===== src/rtl/hazard_scoreboard.sv =====
// Interlock unit for the pipelined MIPS core: per-register countdown scoreboard
// of in-flight writes, stall/bubble/flush generation and a saturating stall counter.
module hazard_scoreboard #(
    parameter int NREG    = 32,
    parameter int AW      = 5,
    parameter int MAX_LAT = 7,
    parameter int LW      = 3,
    parameter int CW      = 16
) (
    input  logic            clk,
    input  logic            rst,
    input  logic            id_valid,
    input  logic [AW-1:0]   id_rs,
    input  logic [AW-1:0]   id_rt,
    input  logic            id_use_rs,
    input  logic            id_use_rt,
    input  logic            id_wr_en,
    input  logic [AW-1:0]   id_rd,
    input  logic [LW-1:0]   id_lat,
    input  logic            id_jump,
    input  logic            ex_branch_taken,
    output logic            pc_en,
    output logic            ifid_en,
    output logic            ifid_flush,
    output logic            idex_bubble,
    output logic [NREG-1:0] busy_mask,
    output logic [CW-1:0]   stall_cnt
);

    localparam logic [LW-1:0] LAT_CAP = LW'(MAX_LAT);

    logic [LW-1:0] r_cnt [NREG];
    logic [CW-1:0] r_stall_cnt;

    logic          w_busy_rs;
    logic          w_busy_rt;
    logic          w_data_stall;
    logic          w_issue;
    logic [LW-1:0] w_lat_sat;

    always_comb begin
        w_busy_rs    = (id_rs != '0) && (r_cnt[id_rs] != '0);
        w_busy_rt    = (id_rt != '0) && (r_cnt[id_rt] != '0);
        w_data_stall = id_valid && ((id_use_rs && w_busy_rs) || (id_use_rt && w_busy_rt));
        w_issue      = id_valid && !w_data_stall && !ex_branch_taken;
        w_lat_sat    = (id_lat > LAT_CAP) ? LAT_CAP : id_lat;
    end

    // A taken branch outranks a data stall: the stalled instruction is killed anyway.
    always_comb begin
        pc_en       = 1'b1;
        ifid_en     = 1'b1;
        ifid_flush  = 1'b0;
        idex_bubble = 1'b0;
        if (!rst) begin
            if (ex_branch_taken) begin
                ifid_flush  = 1'b1;
                idex_bubble = 1'b1;
            end else if (w_data_stall) begin
                pc_en       = 1'b0;
                ifid_en     = 1'b0;
                idex_bubble = 1'b1;
            end else if (id_valid && id_jump) begin
                ifid_flush  = 1'b1;
            end
        end
    end

    // Entry 0 is only ever written by reset, so r0 never reads busy.
    always_ff @(posedge clk or posedge rst) begin
        if (rst) begin
            for (int r = 0; r < NREG; r++) begin
                r_cnt[r] <= '0;
            end
            r_stall_cnt <= '0;
        end else begin
            for (int r = 1; r < NREG; r++) begin
                if (w_issue && id_wr_en && (id_lat != '0) && (id_rd == AW'(r))) begin
                    r_cnt[r] <= w_lat_sat;
                end else if (r_cnt[r] != '0) begin
                    r_cnt[r] <= r_cnt[r] - LW'(1);
                end
            end
            if (w_data_stall && !ex_branch_taken && (r_stall_cnt != '1)) begin
                r_stall_cnt <= r_stall_cnt + CW'(1);
            end
        end
    end

    always_comb begin
        for (int i = 0; i < NREG; i++) begin
            busy_mask[i] = (r_cnt[i] != '0);
        end
    end

    assign stall_cnt = r_stall_cnt;

endmodule


===== config.mk =====
export PLATFORM = sky130hd
export DESIGN_NAME = hazard_scoreboard
export DESIGN_NICKNAME = d
export VERILOG_FILES = /design/src/rtl/hazard_scoreboard.sv
export SDC_FILE = /design/constraint.sdc
export NUM_CORES = 1
export LEC_CHECK = 0
export BUFFER_PORTS_ARGS = -buffer_cell sky130_fd_sc_hd__buf_2
export CORE_UTILIZATION = 55
export DETAILED_ROUTE_END_ITERATION = 10
export PLACE_DENSITY = 0.75
export SYNTH_ARGS = -nofsm -noshare
export SYNTH_HDL_FRONTEND = slang
export SYNTH_SLANG_ARGS = --single-unit

===== constraint.sdc =====
create_clock -name clk -period 4.6 [get_ports clk]
set_clock_uncertainty 0.1 [all_clocks]
set_input_delay 0.69 -clock clk [delete_from_list [all_inputs] [get_ports clk]]
set_output_delay 0.69 -clock clk [all_outputs]
set_load 0.01 [all_outputs]

# Word-level counts from Yosys, hierarchy flattened
# Index checks and enable logic that the tools add are counted.
# totals
mem_bits_ro,0
n_memories,0
latchBits,0
reg_bits,109
ram_bits,0
in_bits,26
wordCells,294
out_inout_bits,52
# op_classes
eq_ne,32
n_shift,0
n_addsub,32
div_mod_pow,0
magnitude_cmp,3
bitwise_logic,2
n_reduce_logical,114
mul,0
n_mux,79
# ops
op,n
$mux 3,67
$reduce_bool 3->1,35
$sub 3x1->3 const B,31
$eq 5x5->1 const B,16
$reduce_bool 2->1,31
$logic_and 1x1->1,43
$eq 5x4->1 const B,8
$bmux 3 s5,2
$eq 5x3->1 const B,4
$add 16x1->16 const B,1
$ne 16x16->1 const B,1
$ge 6x6->1 const B,2
$not 5->6,2
$eq 5x2->1 const B,2
$mux 1,10
$reduce_bool 5->1,2
$eq 5x1->1 const B,1
$gt 3x3->1 const B,1
$logic_not 1->1,2
$logic_or 1x1->1,1

# Longest topological paths before layout
# logic_depth
depth_word,16
ltp_mapped,11
depth_no_buf,7

# Worst setup path before layout
# Ideal clock, no wire load.
# synth_timing
path_kind,input -> output
from,in rst
to,out pc_en
t_required_ns,3.810
arrival_time_ns,3.902
n_path_buf,1
slack_ns,-0.092
stages,3
path_cell_list,inv_1 -> o211ai_1 -> buf_4
# synth_via
elab_chain_len,1
# synth_lines
item,line_no,source
from (decl),11,"input logic rst,"
$mux 1,--,
to (decl),22,"output logic pc_en,"
# Every way passes these cells.

# Worst setup path in the final report
# layout_timing
from,reg r_cnt[49] in the netlist's numbering
to,out ifid_flush
# layout_via
elab_chain_len,11
word_cells_on_any_way,17
classes_between,mux (9); reduce/logical (8)
# layout_lines
item,line_no,source
from (decl),32,logic [LW-1:0] r_cnt [NREG];
"from (signal, indexed assignment)",79,r_cnt[r] <= w_lat_sat;
"from (signal, indexed assignment)",81,r_cnt[r] <= r_cnt[r] - LW'(1);
$bmux 3 s5 (on tied branches),"42, 43",
$mux 3 (on tied branches) (2 in a row),"42, 43",
$reduce_bool 3->1 (on tied branches),"42, 43",
$logic_and 1x1->1 (on tied branches),"42, 43",
$logic_and 1x1->1,44,w_data_stall = id_valid && ((id_use_rs && w_busy_rs) || (id_use_rt && w_busy_rt));
$logic_or 1x1->1 *,44,
$logic_and 1x1->1 *,44,
$mux 1 *,59,end else if (w_data_stall) begin
$mux 1 *,56,if (ex_branch_taken) begin
$mux 1 *,55,if (!rst) begin
to (decl),24,"output logic ifid_flush,"
# Every way passes the cells marked *; elsewhere a longest branch is shown, timed or not. The select of a mux whose other input is x is not followed.

==> flow_metrics.env <==
export IMPL_power_leakage_nw=3.91
export IMPL_synth_top_family_by_area="multiplexers"
export IMPL_synthMuxAreaShare_pct=19.2
export IMPL_internal_power_w=0.00348
export IMPL_grt_pass1_vias=6045
export IMPL_pre_cts_slack_ps=620
export IMPL_synth_common_cells="109 x dfrtp_1, 107 x mux2_2, 72 x inv_1"
export IMPL_dieArea_sq_um=15200
export IMPL_worst_slew_margin_rel_pct=51.7
export IMPL_dp_hpwl_um=13600
export IMPL_p_sw_w=0.00212
export IMPL_ys_types=62
export IMPL_final_setup_tns_ps=0
export IMPL_max_freq_mhz=250
export IMPL_yosysSeqAreaShare_pct=33.6
export IMPL_fillers=1215
export IMPL_antennaDiodeCount=0
export IMPL_required_ps=3810
export IMPL_syn_nets=896
export IMPL_yosys_top_cells_area="dfrtp_1 34%, mux2_2 15%, ha_1 9.7%"
export IMPL_critPathBufInv=1
export IMPL_max_slew_worst_pin_slew_ps=724
export IMPL_ant_nets=0
export IMPL_yosys_area_top_type_share_pct=33.6
export IMPL_dr_pass1_iters=5
export IMPL_slowest_delay_ps=570
export IMPL_reg2reg_from="r_cnt[49]"
export IMPL_multiInputGateArea_sq_um=4940
export IMPL_crit_start="r_cnt[49]"
export IMPL_clkSlewWorstSetupHoldPaths_ps=70
export IMPL_grt_overflow_total=0
export IMPL_synth_cells=807
export IMPL_crit_arrival_ps=3210
export IMPL_finish_instance_area_sq_um=8940
export IMPL_coreArea_sq_um=14500
export IMPL_yosys_area_share_xor_xnor_pct=4.86
export IMPL_synth_compound_area_share_pct=7.97
export IMPL_critPathLaunchType="register"
export IMPL_critical_path_class="reg2out"
export IMPL_cp_cell_sequence="nor3_1 -> o22ai_1 -> a2111oi_0 -> a221o_1 -> nand4_2 -> o41ai_1 -> buf_2"
export IMPL_avgViaCountPerCell=5.84
export IMPL_synthArstFlopShare_pct=100
export IMPL_synth_area_leader_cell="dfrtp_1"
export IMPL_synthSimpleGateAreaFrac_pct=19.0
export IMPL_vias=6143
export IMPL_status="finished clean"
export IMPL_placement_cell_area_sq_um=8650
export IMPL_synth_edf_count=0
export IMPL_hold_ws_ps=178
export IMPL_post_cts_buffers=0
export IMPL_hold_class="in2async"
export IMPL_power_frac_comb_pct=53.5
export IMPL_synthAdderAreaFrac_pct=9.71
export IMPL_endpoint_kind="output port"
export IMPL_ir_drop_v=0.000326
export IMPL_cp_max_fo=14
export IMPL_seq_power_share_pct=32.3
export IMPL_clock_latency_ps=360
export IMPL_netlist_area_sq_um=8110
export IMPL_clock_power_share_pct=14.2
export IMPL_syn_area_per_cell_sq_um=10.1
export IMPL_tritoncts="done"
export IMPL_ys_ff_latch=109
export IMPL_gp_congestion=0.942
export IMPL_path_delay_family="compound AO/OA/AOI/OAI gates"
export IMPL_clock_sinks=109
export IMPL_drive_above_1_share_pct=30.6
export IMPL_cts_resized=0
export IMPL_fin_nets=953
export IMPL_sw_frac_of_total_pct=37.8
export IMPL_max_cap_violations=0
export IMPL_cts_buffers=9
export IMPL_finalCritPeriodShare_pct=86.9
export IMPL_drtIter0Drc=340
export IMPL_die_h_um=123
export IMPL_grt_first_pass_wirelength_um=30500
export IMPL_finalHoldViolCount=0
export IMPL_synth_warnings=3
export IMPL_grt_setup_unrepaired="false"
export IMPL_antenna_found_initial=0
export IMPL_synth_most_common_cell="dfrtp_1"
export IMPL_die_x_um=123
export IMPL_crit_slowest_cell="nor3_1"
export IMPL_cts_buffer_depth=2
export IMPL_grt_max_degree=57
export IMPL_rows=44
export IMPL_start_util_pct=56.0
export IMPL_place_port_buffers=76
export IMPL_setup_viol=0
export IMPL_wl_per_cell_um=17.6
export IMPL_synth_flop_cell="dfrtp_1"
export IMPL_seqCellArea_sq_um=2730
export IMPL_cts_max_level=3
export IMPL_fin_ws_ps=600
export IMPL_num_io_pins=78
export IMPL_wl_um=18500
export IMPL_drv_slew=0
export IMPL_holdBufCountCts=0
export IMPL_track_usage_pct=26.3
export IMPL_cellPowerDensity_nw_per_um2=626
export IMPL_root_buffer="clkbuf_16"
export IMPL_syn_to_final_growth_pct=10.2
export IMPL_timing_final_crit_period_ps=4000
export IMPL_drc_errors=0
metal layers:
layer / vias to the layer above / wire [um] / GRT usage [%]
met2: 158 / 8700 / 42.4
met1: 2975 / 8410 / 35.3
met4: 0 / 574 / 10.9
met3: 31 / 771 / 3.74
met5: - / 0 / 0
li1: 2979 / - / -
flip-flops by register name, summed over array words and instances, names as in the netlist:
signal,cells
r_cnt,93
stall_cnt,16
per-stage QoR:
stage          util [%]  cells  power [W]
2_1_floorplan         -    807    0.00415
3_3_place_gp       59.7   1037    0.00470
3_5_place_dp       59.7   1037    0.00481
4_1_cts            61.8   1051    0.00563
5_1_grt            61.8   1051    0.00613
6_report           61.8   1051    0.00560
worst paths after layout:
check	endpoint	slack [ps]	depth (start not counted)
worst min register to register	stall_cnt[11]	400	1
worst max-delay path	ifid_flush	600	7
max in group asynchronous	r_cnt[81]	2640	4
min in group clk	stall_cnt[11]	400	1
worst max register to register	r_cnt[75]	930	8
worst min-delay path	stall_cnt[12]	180	2
logic make-up after synthesis:
family / after synthesis
and+or+nand+nor: 250
AOI/OAI and AO/OA: 93
other: 1
DFF: 109
adders and majority gates: 63
buffers and inverters: 115
xor gates and xnor gates: 45
muxes: 131
cells in the final DEF, fill, tap and decap left out, drive strengths merged, types with 26 or more instances in the layout:
cell,instances
nor2,68
a21oi,36
nor3,26
dfrtp,109
inv,72
nor4,36
nand2b,34
buf,88
xnor2,43
mux2,122
ha,63
power groups by stage:
stage                     Combinational [W]  Sequential (W)  Clock, W
after floorplan                     0.00241         0.00173         0
after global placement              0.00289         0.00181         0
after detailed placement            0.00299         0.00182         0
after CTS                           0.00301         0.00180  0.000809
after global routing                0.00340         0.00188  0.000843
final                               0.00300         0.00181  0.000796
layout make-up:
class	count	share of cell area, %
Multi-Input combinational cell	583	55.2
Clock buffer	11	2.83
Inverter	73	3.11
Tap cell	184	2.57
Clock inverter	3	0.518
Timing Repair Buffer	88	5.26
Sequential cell	109	30.5
No activity file was read; power rests on OpenSTA's default activity.
